## src/rtl/m_digit_serial_adder.sv

```systemverilog
// m_digit_serial_adder
//   Digit-serial adder/subtractor. A single DIGIT-bit ripple slice and a
//   registered carry process WIDTH-bit operands over NDIG = WIDTH/DIGIT
//   clock cycles. Results, carry-out and signed overflow are held until
//   the next completion.
//
// Parameters
//   WIDTH   operand/result width; must be a multiple of DIGIT
//   DIGIT   bits processed per clock, 1..WIDTH
//
// Ports
//   w_clk    in   clock, rising edge
//   w_rst    in   asynchronous active-high reset
//   w_start  in   request an operation, sampled only while idle
//   w_sub    in   0 = a+b, 1 = a-b
//   w_a/w_b  in   operands, latched at accept
//   w_busy   out  operation in progress
//   w_done   out  one-cycle pulse when the result registers update
//   w_s      out  result mod 2^WIDTH
//   w_cout   out  carry out of the MSB (subtraction: 1 = no borrow)
//   w_ovf    out  two's-complement overflow
//
// state  | meaning
// S_IDLE | waiting for w_start, result registers hold last completion
// S_RUN  | one digit processed per cycle, NDIG cycles total

module m_digit_serial_adder #(
  parameter int WIDTH = 16,
  parameter int DIGIT = 4
) (
  input  logic             w_clk,
  input  logic             w_rst,
  input  logic             w_start,
  input  logic             w_sub,
  input  logic [WIDTH-1:0] w_a,
  input  logic [WIDTH-1:0] w_b,
  output logic             w_busy,
  output logic             w_done,
  output logic [WIDTH-1:0] w_s,
  output logic             w_cout,
  output logic             w_ovf
);

  localparam int NDIG = WIDTH / DIGIT;
  localparam int CW   = $clog2(NDIG + 1);

  typedef enum logic {S_IDLE, S_RUN} state_t;

  state_t           state;
  logic [WIDTH-1:0] a_sh;
  logic [WIDTH-1:0] b_sh;
  logic [WIDTH-1:0] res;
  logic             carry;
  logic [CW-1:0]    cnt;

  // Digit slice: plain ripple of DIGIT full adders.
  logic [DIGIT-1:0] dig_a;
  logic [DIGIT-1:0] dig_b;
  logic [DIGIT-1:0] dig_sum;
  logic [DIGIT:0]   c;

  always_comb begin
    dig_a   = a_sh[DIGIT-1:0];
    dig_b   = b_sh[DIGIT-1:0];
    c       = '0;
    dig_sum = '0;
    c[0]    = carry;
    for (int i = 0; i < DIGIT; i++) begin
      dig_sum[i] = dig_a[i] ^ dig_b[i] ^ c[i];
      c[i+1]     = (dig_a[i] & dig_b[i]) | (c[i] & (dig_a[i] ^ dig_b[i]));
    end
  end

  // New digit enters at the MSB end; after NDIG shifts the word is aligned.
  // Cast-and-shift keeps this legal when DIGIT == WIDTH.
  logic [WIDTH-1:0] dig_ext;
  logic [WIDTH-1:0] res_next;
  logic             last;

  always_comb begin
    dig_ext  = WIDTH'(dig_sum);
    res_next = (res >> DIGIT) | (dig_ext << (WIDTH - DIGIT));
    last     = (cnt == CW'(NDIG - 1));
  end

  always_ff @(posedge w_clk or posedge w_rst) begin
    if (w_rst) begin
      state  <= S_IDLE;
      a_sh   <= '0;
      b_sh   <= '0;
      res    <= '0;
      carry  <= 1'b0;
      cnt    <= '0;
      w_busy <= 1'b0;
      w_done <= 1'b0;
      w_s    <= '0;
      w_cout <= 1'b0;
      w_ovf  <= 1'b0;
    end else begin
      case (state)
        S_IDLE: begin
          w_done <= 1'b0;
          if (w_start) begin
            a_sh   <= w_a;
            b_sh   <= w_sub ? ~w_b : w_b;
            // Subtraction's +1 rides in as the initial carry.
            carry  <= w_sub;
            cnt    <= '0;
            w_busy <= 1'b1;
            state  <= S_RUN;
          end
        end
        S_RUN: begin
          a_sh  <= a_sh >> DIGIT;
          b_sh  <= b_sh >> DIGIT;
          res   <= res_next;
          carry <= c[DIGIT];
          if (last) begin
            cnt    <= '0;
            w_s    <= res_next;
            w_cout <= c[DIGIT];
            // c[DIGIT-1] is the carry into the MSB only on the last digit.
            w_ovf  <= c[DIGIT-1] ^ c[DIGIT];
            w_done <= 1'b1;
            w_busy <= 1'b0;
            state  <= S_IDLE;
          end else begin
            cnt <= cnt + 1'b1;
          end
        end
        default: state <= S_IDLE;
      endcase
    end
  end

endmodule

```

## config.mk

```make
export PLATFORM = sky130hd
export DESIGN_NAME = m_digit_serial_adder
export DESIGN_NICKNAME = d
export VERILOG_FILES = /design/src/rtl/m_digit_serial_adder.sv
export SDC_FILE = /design/constraint.sdc
export NUM_CORES = 1
export LEC_CHECK = 0
export CAP_MARGIN = 0
export CORE_UTILIZATION = 47
export CTS_CLUSTER_DIAMETER = 150
export DETAILED_ROUTE_END_ITERATION = 7
export PLACE_DENSITY = 0.72
export SYNTH_ARGS = -nofsm -noshare
export SYNTH_HDL_FRONTEND = slang
export SYNTH_SLANG_ARGS = --single-unit
```

## constraint.sdc

```tcl
create_clock -name w_clk -period 2.2 [get_ports w_clk]
set_clock_uncertainty 0.1 [all_clocks]
set_input_delay 0.44 -clock w_clk [delete_from_list [all_inputs] [get_ports w_clk]]
set_output_delay 0.44 -clock w_clk [all_outputs]
set_load 0.02 [all_outputs]
```

# Word-level counts from Yosys, hierarchy flattened
# Index checks and enable logic that the tools add are counted.
# Widths: inputs -> output; s select.
# op_classes
addsub	1
eq_ne	3
n_mux	18
bitwise	24
reduce_logical	2
# op_table
cell	count
$pmux 16 s2	2
$mux 16	3
$not 16->16	1
$or 12x16->16	1
$xor 1x1->1	9
$and 1x1->1	8
$pmux 1 s2	4
$mux 1	6
$mux 3	2
$pmux 3 s2	1
$or 1x1->1	4
$reduce_and 2->1	2
$add 3x1->3 const B	1
$eq 3x2->1 const B	1
$ne 2x1->1 const B	1
$ne 2x2->1 const B	1
$not 1->1	1
# totals
reg_bits	73
in_bits	36
output_inout_bits	20

# Depth between registers and ports, before layout
# logic_depth
ltp_word	10
ltp_mapped	9

# Worst setup path before layout
# No wires, ideal clock.
# synth_path
path_type	register to register
from	register a_sh[0]
to	register w_ovf
setup_time_ns	0.125
t_arrival_ns	2.008
required_ns	1.975
setup_slack_ns	-0.033
path_stages_with_launch	10
path_buffers	0
period_less_slack_ns	2.233
cell_sequence	dfrtp_1 -> fa_1 -> inv_1 -> fa_1 -> inv_1 -> fa_1 -> inv_1 -> fa_1 -> xnor2_1 -> mux2_2
# synth_between
elab_chain_len	10
# synth_lines
item	line_no	source
start, declared	50	logic [WIDTH-1:0] a_sh;
start signal, assigned	104	a_sh <= w_a;
start signal, assigned	114	a_sh <= a_sh >> DIGIT;
$xor 1x1->1	70	c[i+1] = (dig_a[i] & dig_b[i]) | (c[i] & (dig_a[i] ^ dig_b[i]));
$and 1x1->1	70	
$or 1x1->1 *	70	
$and 1x1->1 *	70	
$or 1x1->1 *	70	
$and 1x1->1 *	70	
$or 1x1->1 *	70	
$and 1x1->1	70	
$or 1x1->1	70	
$xor 1x1->1 *	123	w_ovf <= c[DIGIT-1] ^ c[DIGIT];
end signal, assigned	123	
end, declared	41	output logic w_ovf
# Every way passes the cells marked *; elsewhere a longest branch is shown, timed or not.
# A chain may end at the register's enable or synchronous reset.

# Worst setup path in the final report
# layout_path
from	register carry
to	register w_s[15]
# layout_between
elab_chain_len	8
# layout_lines
item	line_no	source
start, declared	53	logic carry;
start signal, assigned	107	carry <= w_sub;
start signal, assigned	117	carry <= c[DIGIT];
$and 1x1->1	70	
$or 1x1->1	70	
$and 1x1->1	70	
$or 1x1->1	70	
$and 1x1->1	70	
$or 1x1->1	70	
$xor 1x1->1	69	dig_sum[i] = dig_a[i] ^ dig_b[i] ^ c[i];
$or 12x16->16	82	res_next = (res >> DIGIT) | (dig_ext << (WIDTH - DIGIT));
end signal, assigned	120	w_s <= res_next;
end, declared	39	output logic [WIDTH-1:0] w_s,
# Every way passes these cells.

==> results by group <==
Outcome
  • Status: complete, but fails checks
  • Violations in the final reports: DRC, setup timing

CTS
  • Root buf cell: clkbuf_8
  • Sink Count: a little under 70
  • Clock Path Buffers: 2
  • Worst-path clk slew: roughly 70 ps
  • CTS tree: yes
  • Worst skew pair latency: 340 ps
  • CTS Buf Count: 9
  • H-tree levels: 3

Power and ir drop
  • Final Power: approximately 5.5 mW
  • P per Cell Area: between 1000 and 1500 nW/um^2
  • IR drop worst, VDD: around 0.00047 V
  • Pleak: about 1.8 nW

Timing
  • Fin worst setup slack: -51.57 ps
  • Relative slew slack: 0.6317
  • Slew Limit Fails: 0
  • Worst Hold Slack: approximately 380 ps
  • Setup tns final: -140.7 ps
  • Final setup fails: 3
  • Period Utilization, post-route: 1.023
  • Achievable Freq: roughly 0.44 GHz
  • RSZ-0062 raised after global routing: yes
  • Worst-Margin Slew: roughly 550 ps
  • Hold Violations, Final: 0
  • Tmin final: ~2300 ps

Synthesis
  • Simple-gate portion of the synthesized area: 0.08482
  • Synth Area in Compound Gates: 0.07610
  • Main combinational cell family by area after synthesis: multiplexers
  • Flops & latches, synth: slightly below 70
  • YS warnings: 0
  • Post-synthesis xor/xnor area fraction: 0.04717
  • Post-Syn Area per Cell: 12.33 um^2
  • Sequential-to-total area share from yosys stat: 0.5470
  • Post-synthesis mux area share: 0.1641
  • Mapped Area: 3157 um^2
  • Synthesized Nets: 297
  • Cells after Synth: approximately 260
  • Post-synth cell types: 31
  • Synth Area in Adders: 0.02933

GRT
  • Met2 usage: 0.2869
  • Global router's overall resource usage: 0.1823
  • Number of global-route vias before repair: 2,145
  • Grt met1 use: 0.2204
  • Most Crowded Layer GR: met2
  • Overflow after GRT: 0
  • Initial antenna violation count: 0
  • Grt met3 use: 0.04847
  • First-pass GRT wire length: ~9.8 mm
  • Largest net degree at the start of global routing: 79

Floorplan
  • Die area: about 7000 um^2
  • Die Span X: around 84 um
  • Initial Utilization: 0.4915
  • # rows: 29
  • Core footprint: about 6400 um^2
  • Num ports: 56
  • Die height: 83.96 um

Worst hold path
  • Hold Path Origin: a_sh[14]
  • Hold Crit Class: register to register
  • WHS Path Cells: 2
  • End of the worst hold path: a_sh[10]

Worst setup path
  • Slowest-stage cell, CP: fa_2
  • Worst setup path class: register to register
  • Reg2reg setup slack: -50 ps
  • Startpoint types: register
  • Worst stage delay on the critical path: 440 ps
  • Worst r2r src: carry
  • Critical path capture point type: register
  • Worst EP required: about 2400 ps
  • Worst-path maximum fanout: 2
  • Most frequent CP cell: fa_2
  • Cell family with most CP delay: adder cells
  • CP bufs+invs: 3
  • Reg2reg end: w_s[15]
  • Critical path arrival: approximately 2400 ps
  • Worst path cell trace: fa_2 > inv_2 > fa_2 > inv_2 > fa_2 > inv_2 > fa_2 > mux2i_1
  • Reg2reg path depth: 8

Drt
  • Vias/cell: approximately 5
  • Via count: around 2,000
  • Antenna viol nets, final: 0
  • Routed wire length per instance: 14.16 um
  • Drt pass-1 iters: 6
  • Iteration-0 DRC Markers: 93
  • DRC Markers: 14
  • WL final: between 5 and 6 mm

Cells and area
  • Area growth syn-to-layout: 29.57%
  • Most common cell after layout, fill and taps aside: dfrtp_1
  • Most frequent cells in the layout: 68 x dfrtp_1, 54 x clkdlybuf4s50_1, 23 x nand2_1, 20 x mux2i_1, 18 x mux2_2
  • Fin cells: 397
  • Antenna cell count: 0
  • # nets final: 356
  • Share of cells above drive strength 1: 0.2031

Placed design
  • HPWL Detailed: around 3.7 mm
  • Dpl ws: -91.55 ps
  • PortBufs: 55
  • Placed Cells: 380
  • Routability cong.: around 0.74

Job
  • Max-cap check violation count: 0
cell usage after synthesis, drive strengths merged:
cell type  instances  share of area
mux2              25          0.098
o2bb2ai            1         0.0028
buf               17          0.035
or3b               9          0.025
and2               3         0.0059
nor2              11          0.013
ha                 1         0.0040
fa                 4          0.025
nand3b             1         0.0036
mux2i             21          0.067
nor2b              2         0.0040
nand2b             2         0.0040
o21a               1         0.0024
clkbuf             1         0.0012
a211oi             4         0.0095
and3               1         0.0020
xnor2             14          0.039
a21oi              3         0.0048
o21ai             13          0.021
o21bai             1         0.0024
xor2               3         0.0083
o32ai              1         0.0028
a221o              3         0.0095
o211ai             9          0.021
inv               13          0.015
dfrtp             69           0.55
nand2             23          0.027
stage by stage:
step                instance area, um^2    util
finish                             4090  0.6369
global route                       4090  0.6369
CTS                                4071  0.6339
detailed placement                 3795  0.5909
global placement                   3795  0.5909
floorplan                          3166       -
worst max path at each step:
stage	from	endpoint	slack [ps]	cells past startpoint
after floorplan	a_sh[0]	res[15]	9	8
after global placement	a_sh[0]	res[15]	-30	8
after detailed placement	a_sh[0]	w_s[15]	-90	8
after CTS	a_sh[0]	w_s[15]	-70	8
after global routing	carry	res[15]	-130	8
final	carry	w_s[15]	-50	8
logic make-up (layout without fill, tap and decap cells):
logic type / Yosys count / in the layout
multiplexers: 46 / 46
flip-flops: 69 / 69
XOR/XNOR: 17 / 17
AO/OA/AOI/OAI: 36 / 36
AND/OR/NAND/NOR: 52 / 52
buffers and inverters: 31 / 95
adder cells (fa/ha/maj): 5 / 5
repair_timing:
action,CTS,global route
buffers inserted,0,1
pin swaps,4,4
resized for setup,4,3
endpoints found under the setup margin,3,5
hold buffers,0,0
gates cloned,0,0
endpoints found under the hold margin,0,0
registers in the layout (all words and copies together) (netlist names):
name	count
carry	1
w_done	1
w_ovf	1
state	1
a_sh	16
w_s	16
b_sh	16
res	12
cnt	3
w_cout	1
w_busy	1
worst min-delay path, stage by stage (launching register included):
cell and delay, ps:
dfrtp_1 340, nand2_1 50, o21ai_0 60
layout make-up:
type	count	area [um^2]
Inverter	13	52.55
Clock buffer	10	137.6
Multi-Input combinational cell	156	1285
Tap cell	77	96.34
Clock inverter	6	133.9
Sequential cell	69	1728
Timing Repair Buffer	66	656.9
Fill cell	513	2332
metal layers:
metal / up-vias / wire length (um)
li1: 989 / -
met1: 986 / 2565
met2: 54 / 2643
met3: 13 / 249
met4: 0 / 162
met5: - / 0
power breakdown:
part | switching [mW] | internal, mW | leakage [nW]
clock network | 0.481 | 0.899 | 0.136
registers | 0.304 | 1.79 | 0.889
logic | 0.957 | 1.12 | 0.817
total | 1.74 | 3.80 | 1.84
No activity file was read; power rests on OpenSTA's default activity.
